**config.mk**
```make
export PLATFORM = sky130hd
export DESIGN_NAME = halt_dump_tx
export DESIGN_NICKNAME = d
export VERILOG_FILES = /design/src/rtl/dump_pkg.sv /design/src/rtl/halt_dump_tx.sv
export SDC_FILE = /design/constraint.sdc
export NUM_CORES = 1
export LEC_CHECK = 0
export ABC_CLOCK_PERIOD_IN_PS = 7250
export CORE_MARGIN = 1.5
export CORE_UTILIZATION = 50
export CTS_CLUSTER_SIZE = 24
export DETAILED_ROUTE_END_ITERATION = 8
export HOLD_SLACK_MARGIN = 0.08
export PLACE_DENSITY = 0.88
export SETUP_SLACK_MARGIN = 0.2
export SLEW_MARGIN = 15
export SYNTH_ARGS = -nofsm -noshare
export SYNTH_HDL_FRONTEND = slang
export SYNTH_SLANG_ARGS = --single-unit
```
**constraint.sdc**
```tcl
create_clock -name clk -period 7.25 [get_ports clk]
set_clock_uncertainty 0.05 [all_clocks]
set_input_delay 1.0875 -clock clk [delete_from_list [all_inputs] [get_ports clk]]
set_output_delay 1.0875 -clock clk [all_outputs]
set_load 0.02 [all_outputs]
```
**src/rtl/dump_pkg.sv**
```systemverilog
// ----------------------------------------------------------------------------
// dump_pkg
//
// Shared definitions for the halt register-dump transmitter.
//   DUMP_DATA_W : default register / stream word width
//   DUMP_NREGS  : default number of CPU registers in a dump (A..H)
//   DUMP_HDR    : default frame header word (zero-extended by the user)
//   dump_state_t: frame sequencer states
// ----------------------------------------------------------------------------
package dump_pkg;

    localparam int         DUMP_DATA_W = 8;
    localparam int         DUMP_NREGS  = 8;
    localparam logic [7:0] DUMP_HDR    = 8'hA5;

    typedef enum logic [2:0] {
        IDLE,
        HEADER,
        REGS,
        CSUM,
        REARM
    } dump_state_t;

endpackage

```
**src/rtl/halt_dump_tx.sv**
```systemverilog
// ----------------------------------------------------------------------------
// halt_dump_tx
//
// On a rising edge of the CPU halt flag, captures a snapshot of all CPU
// registers and streams a frame out over a valid/ready interface:
//   header word, register A .. last register, XOR checksum of the registers.
// After the frame the block waits for the halt flag to drop before it can be
// triggered again, so one halt produces exactly one frame.
//
// Ports
//   clk        : single clock, rising-edge active
//   reset      : synchronous, active-low reset
//   cpu_halted : CPU halt flag (level)
//   regs_flat  : live CPU registers, reg A in the lowest DATA_W bits
//   tx_data    : current stream word
//   tx_valid   : tx_data is valid
//   tx_ready   : consumer accepts the word (transfer = tx_valid && tx_ready)
//   dump_busy  : a frame is in progress
//   dump_done  : one-cycle pulse after the checksum word is transferred
//   dump_count : number of completed frames, wraps at 256
// ----------------------------------------------------------------------------
module halt_dump_tx
    import dump_pkg::*;
#(
    parameter int                DATA_W = DUMP_DATA_W,
    parameter int                NREGS  = DUMP_NREGS,
    parameter logic [DATA_W-1:0] HDR    = DATA_W'(DUMP_HDR)
) (
    input  logic                    clk,
    input  logic                    reset,
    input  logic                    cpu_halted,
    input  logic [NREGS*DATA_W-1:0] regs_flat,
    output logic [DATA_W-1:0]       tx_data,
    output logic                    tx_valid,
    input  logic                    tx_ready,
    output logic                    dump_busy,
    output logic                    dump_done,
    output logic [7:0]              dump_count
);

    localparam int               IDX_W    = (NREGS > 1) ? $clog2(NREGS) : 1;
    localparam logic [IDX_W-1:0] LAST_IDX = IDX_W'(NREGS - 1);

    dump_state_t       state;
    dump_state_t       next_state;
    logic              halted_q;
    logic              halt_edge;
    logic [DATA_W-1:0] snapshot [NREGS];
    logic [IDX_W-1:0]  idx;
    logic [DATA_W-1:0] csum;

    assign halt_edge = cpu_halted && !halted_q;

    // Delayed copy of the halt flag for edge detection. It comes out of reset
    // as 1 so that a CPU already halted while reset is held does not look
    // like a fresh halt; only a genuine 0->1 transition starts a dump.
    always_ff @(posedge clk) begin
        if (!reset) begin
            halted_q <= 1'b1;
        end else begin
            halted_q <= cpu_halted;
        end
    end

    // Register snapshot taken in the same cycle the halt edge is accepted.
    // The frame is built only from this copy, so later activity on the live
    // registers cannot leak into a frame in progress.
    always_ff @(posedge clk) begin
        if (state == IDLE && halt_edge) begin
            for (int i = 0; i < NREGS; i++) begin
                snapshot[i] <= regs_flat[i*DATA_W +: DATA_W];
            end
        end
    end

    // Checksum is a plain XOR over the snapshot; the header is not included.
    always_comb begin
        csum = '0;
        for (int i = 0; i < NREGS; i++) begin
            csum = csum ^ snapshot[i];
        end
    end

    // Sequencer state register.
    always_ff @(posedge clk) begin
        if (!reset) begin
            state <= IDLE;
        end else begin
            state <= next_state;
        end
    end

    // Next-state logic. Every streaming state advances only on an accepted
    // word, so a stalled consumer simply freezes the sequencer. Halt edges
    // seen outside IDLE are dropped; REARM waits for the halt flag to clear
    // so a halt held high after the frame does not retrigger.
    always_comb begin
        next_state = state;
        case (state)
            IDLE: begin
                if (halt_edge) begin
                    next_state = HEADER;
                end
            end
            HEADER: begin
                if (tx_ready) begin
                    next_state = REGS;
                end
            end
            REGS: begin
                if (tx_ready && idx == LAST_IDX) begin
                    next_state = CSUM;
                end
            end
            CSUM: begin
                if (tx_ready) begin
                    next_state = REARM;
                end
            end
            REARM: begin
                if (!cpu_halted) begin
                    next_state = IDLE;
                end
            end
            default: begin
                next_state = IDLE;
            end
        endcase
    end

    // Output decode. The stream word is a pure function of state, index and
    // snapshot, which keeps it stable for as long as the consumer stalls.
    always_comb begin
        tx_valid  = 1'b0;
        dump_busy = 1'b0;
        tx_data   = '0;
        case (state)
            HEADER: begin
                tx_valid  = 1'b1;
                dump_busy = 1'b1;
                tx_data   = HDR;
            end
            REGS: begin
                tx_valid  = 1'b1;
                dump_busy = 1'b1;
                tx_data   = snapshot[idx];
            end
            CSUM: begin
                tx_valid  = 1'b1;
                dump_busy = 1'b1;
                tx_data   = csum;
            end
            default: begin
                tx_valid  = 1'b0;
                dump_busy = 1'b0;
                tx_data   = '0;
            end
        endcase
    end

    // Register index walker: cleared when the header goes out, stepped on
    // every accepted register word.
    always_ff @(posedge clk) begin
        if (!reset) begin
            idx <= '0;
        end else if (state == HEADER && tx_ready) begin
            idx <= '0;
        end else if (state == REGS && tx_ready) begin
            idx <= (idx == LAST_IDX) ? '0 : idx + IDX_W'(1);
        end
    end

    // Frame completion: pulse done and bump the frame counter when the
    // checksum word is accepted. A reset mid-frame never reaches this point,
    // so an aborted frame is neither flagged nor counted.
    always_ff @(posedge clk) begin
        if (!reset) begin
            dump_done  <= 1'b0;
            dump_count <= 8'd0;
        end else begin
            dump_done <= (state == CSUM) && tx_ready;
            if (state == CSUM && tx_ready) begin
                dump_count <= dump_count + 8'd1;
            end
        end
    end

endmodule

```
## After elaboration in Yosys (flattened, before gate mapping)

Memories as Yosys holds them, arrays and structs flattened. A register that Yosys moved wholly into a read port is not among the register bits.
Index checks and enable logic that the tools add are counted.

| word-level totals | value |
|---|---|
| bits in registers | 16 |
| RAM bits | 64 |
| input port bits | 68 |
| output and inout bits | 19 |
| word-level logic and storage cells | 50 |
| memories kept | 1 |

| operators by class | value |
|---|---|
| add/sub/neg operators | 2 |
| equality and inequality tests | 10 |
| muxes and demuxes | 13 |
| bitwise operators | 8 |
| reduce and logical (&&, ||, !) cells | 11 |

Memories:

| memory | words | width | read ports | clocked after memory_dff | wr ports | line | RTL |
|---|---|---|---|---|---|---|---|
| snapshot | 8 | 8 | 9 | 1 | 8 | halt_dump_tx.sv:48 | `logic [DATA_W-1:0] snapshot [NREGS];` |

Operator list:

| kind | number |
|---|---|
| $xor 8x8->8 | 7 |
| $mux 3 | 8 |
| $pmux 8 s3 | 1 |
| $pmux 3 s5 | 1 |
| $ne 2x2->1 const B | 5 |
| $add 8x1->8 const B | 1 |
| $eq 3x2->1 const B | 2 |
| $eq 3x3->1 const B | 2 |
| $logic_and 1x1->1 | 6 |
| $reduce_and 5->1 | 1 |
| $add 3x1->3 const B | 1 |
| $eq 3x1->1 const B | 1 |
| $logic_not 3->1 | 1 |
| $mux 1 | 3 |
| $reduce_or 3->1 | 1 |
| $reduce_or 2->1 | 1 |
| $logic_not 1->1 | 1 |
| $not 1->1 | 1 |

## Depth between registers and ports, before layout

| depth | value |
|---|---|
| depth after elaboration | 8 |
| gate-level depth with buffers | 6 |
| mapped depth without buffers | 6 |

## Least setup slack after synthesis

OpenSTA, ideal clock, no wires.

| path | value |
|---|---|
| path type | input -> register |
| start point | input port cpu_halted |
| end point | memory snapshot[0][0] (netlist bit), enable pin |
| setup time | 0.565 ns |
| arrival | 5.799 ns |
| required time | 6.635 ns |
| slack | 0.835 ns |
| stages on the path | 2 |
| path buffers | 0 |
| cell sequence | or3b_1 nor3_1 |

RTL lines:

| what | line | RTL |
|---|---|---|
| from (decl) | halt_dump_tx.sv:31 | `input logic cpu_halted,` |
| to (decl) | halt_dump_tx.sv:48 |  |

## Worst setup path in the final report

| path | value |
|---|---|
| start point | register state[1] |
| end point | output port tx_data[5] |

| on the way | value |
|---|---|
| word-level cells in the longest chain between the ends | 2 |
| elaborated cells on any way between the ends | 4 |
| those cells by class | 3 x eq/ne; 1 x mux |

RTL lines:

| what | line | RTL |
|---|---|---|
| from (decl) | halt_dump_tx.sv:44 | `dump_state_t state;` |
| from (signal assigned) | halt_dump_tx.sv:89 | `state <= next_state;` |
| $eq 3x2->1 / $eq 3x1->1 (equally long branches) | halt_dump_tx.sv:137 | `case (state)` |
| $pmux 8 s3 * | halt_dump_tx.sv:137 |  |
| to (decl) | halt_dump_tx.sv:33 | `output logic [DATA_W-1:0] tx_data,` |

Every way passes the cells marked *; elsewhere a longest branch is shown, timed or not.

==> results.md <==
- Outcome: finished, final reports clean
- F_max: 0.270 GHz
- DIE AREA: around 8100 µm²
- Count of different cell masters after synthesis: 32
- Post-CTS setup buffers: 0
- # DRC: 0
- CP arrival: about 2600 ps
- Crit Path Class: register to primary output
- Biggest area consumer among synthesized cells: edfxtp_1
- Number of enable flip-flop cells after synthesis: between 60 and 70
- Via/cell ratio: around 5.3
- Syn Area/Cell: 14.3 µm²
- Final min period: around 3700 ps
- Post-CTS sizing: 0
- Final setup viols: 0
- Area grow syn2layout: 29.6%
- Post-Route Setup TNS: 0 ps
- Total gr overflow: 0
- Overall power: roughly 0.00093 W
- CP Launch Type: register
- Sequential Area: around 2300 µm²
- Via count: roughly 2400
- Root Buffer: clkbuf_8
- Part of the cycle the worst path needs: 0.512
- LEAKAGE: between 1.5 and 2 nW
- DRT Wirelength: 7.53 mm
- Die H: about 90 µm
- Ys async rst share: 0
- Final nets: 427
- Sequential Power Share: 0.577
- Synth top area share: 0.505
- Gate Count Post-Synth: between 200 and 300
- Slew @ Worst Pin: a little over 800 ps
- Pwr per Cell Area: around 190 nW/µm²
- Max-slew headroom: 0.454
- Ys flop type: edfxtp_1
- Critical path required time: 6110 ps
- CTS Sinks: 83
- Vias in the first global route: 2533
- Hold Path Depth: 2
- Ranking of synthesized cells by area: edfxtp_1, xnor2_1, dfxtp_1
- Crit end category: primary output
- Total CTS buffers: 9
- Filler Cell Count: about 570
- Maxcap violations: 0
- Net Sw Frac: 0.230
- Worst-path cell chain: nor3b_2 > nand4_1 > o211ai_1 > clkdlybuf4s50_1
- Post-DP HPWL: about 5.5 mm
- Pre-antenna DRT Iters: 4
- Number of buffers added on ports: between 80 and 90
- Critical path's slowest cell: nor3b_2
- Pre-CTS setup slack: approximately 4000 ps
- # H-tree levels: 3
- CP Max Fanout: 11
- WHS: 513 ps
- GRT Total Usage: 0.192
- # rows: 31
- Placer Congestion: between 0.7 and 0.8
- Layout cells sized above 1: 0.0776
- Yosys Warn Count: 0
- First-pass GRT wire length: between 10 and 15 mm
- Starting density of the core: 0.522
- Buffer levels on the longest clock path: 2
- VDD IR max: 0.0000898 V
- Pin count of the biggest net entering global routing: 39
- Die Wd: approximately 90 µm
- Final worst slack: 3540 ps
- # hold bufs at CTS: 0
- Final Max Tran Viols: 0
- Routed Antenna Nets: 0
- HP Class: register to register
- I/O pin count: between 80 and 90
- Psw: between 0.0002 and 0.00025 W
- Register area share after synthesis: 0.605
- Fin. Hold Viols: 0
- Reg clk slew, reported paths: roughly 80 ps
- CP peak stage delay: around 740 ps
- # diodes: 0
- Combinational power share: 0.112
- Synthesized flop and latch total: 83
- Pint: roughly 0.00072 W
- Mapped cell area: 3800 µm²
- CTS tree: built
- RSZ-0062 raised after global routing: no
- WL/cell: 16.4 µm
- First DRT Iteration DRCs: about 120
- Net count after synthesis: about 340
- Initial antenna violation count: 0
- Worst Reg-to-Reg Cells: 3
- Multi-input gate area: 1450 µm²
- Clk_lat worst skew: 350 ps
- Clock network fraction of total power: 0.310
- Core area: around 7300 µm²
- Final Core Density: 0.676
-- per-stage QoR --
stage               instances  cell area, µm²
global placement          444            4760
detailed placement        444            4760
global route              460            4930
CTS                       460            4930
finish                    460            4930
floorplan                 266            3800
-- worst paths after layout --
| check | slack (ps) | end | startpoint |
|---|---|---|---|
| setup / recovery | 3540 | tx_data[5] | state[1] |
| setup reg to reg | 5390 | snapshot[7][5] | state[2] |
| hold reg to reg | 510 | dump_count[1] | dump_count[1] |
| hold / removal | 510 | dump_count[1] | dump_count[1] |
-- flip-flops by register name, indices dropped and copies added, names as in the netlist, named ones only --
signal,cells
dump_done,1
halted_q,1
idx,3
dump_count,8
state,3
snapshot,64
-- cell usage after synthesis (all sizes together), types with 2 or more instances --
cell type,instances
edfxtp,64
nand4,5
a32oi,3
and3,2
mux4,6
nor2b,7
xnor2,54
and2,9
mux2,3
o211ai,4
nand2b,3
nand3,5
nand2,8
ha,3
buf,9
xor2,11
o21ai,6
nand3b,2
mux2i,21
dfxtp,19
a22oi,9
nor2,6
-- per-layer routing --
layer / wire [µm] / up-vias / global-route usage
met4: 174 / 0 / 0.0728
met1: 3010 / 1172 / 0.229
li1: - / 1154 / -
met3: 408 / 16 / 0.0474
met2: 3940 / 82 / 0.336
met5: 0 / - / 0
-- cell type report --
| cell class | count | area share |
|---|---|---|
| clock buffer | 10 | 0.0259 |
| clock inverter | 6 | 0.00837 |
| multi-input combinational | 173 | 0.295 |
| sequential | 83 | 0.467 |
| tap | 99 | 0.0251 |
| timing repair buffer | 89 | 0.179 |
-- logic make-up (layout without fill, tap and decap cells) --
logic type / count (synthesis) / count (layout) / synth area share
flip-flops: 83 / 83 / 0.605
XOR/XNOR: 65 / 65 / 0.150
AND/OR/NAND/NOR: 52 / 52 / 0.0769
multiplexers: 30 / 30 / 0.101
AO/OA/AOI/OAI: 23 / 23 / 0.0421
buffers and inverters: 10 / 105 / 0.0158
adder cells (fa/ha/maj): 3 / 3 / 0.00987
-- power by group through the flow --
| stage | registers, W | clock network [W] | logic [W] |
|---|---|---|---|
| 4_1_cts | 0.000536 | 0.000297 | 0.000105 |
| 3_5_place_dp | 0.000547 | 0 | 0.000104 |
| 3_3_place_gp | 0.000546 | 0 | 0.000101 |
| 6_report | 0.000536 | 0.000288 | 0.000104 |
| 5_1_grt | 0.000538 | 0.000317 | 0.000112 |
| 2_1_floorplan | 0.000545 | 0 | 0.0000528 |
-- critical path: cells and delay by family (launching register included) --
| kind | cells | cell delay, ps |
|---|---|---|
| AO/OA/AOI/OAI | 1 | 170 |
| buffers and inverters | 1 | 630 |
| flip-flops | 1 | 520 |
| AND/OR/NAND/NOR | 2 | 910 |
-- cells in the final DEF (no fill, tap or decap), drive strengths merged, types with 4 or more instances in the layout --
cell type / n
mux4: 6
and2: 9
edfxtp: 64
nand3: 5
xnor2: 54
clkbuf: 10
o211ai: 4
mux2i: 21
o21ai: 6
clkdlybuf4s50: 86
nor2b: 7
a22oi: 9
xor2: 11
nor2: 6
dfxtp: 19
nand4: 5
nand2: 8
(Power assumes the default switching activity.)
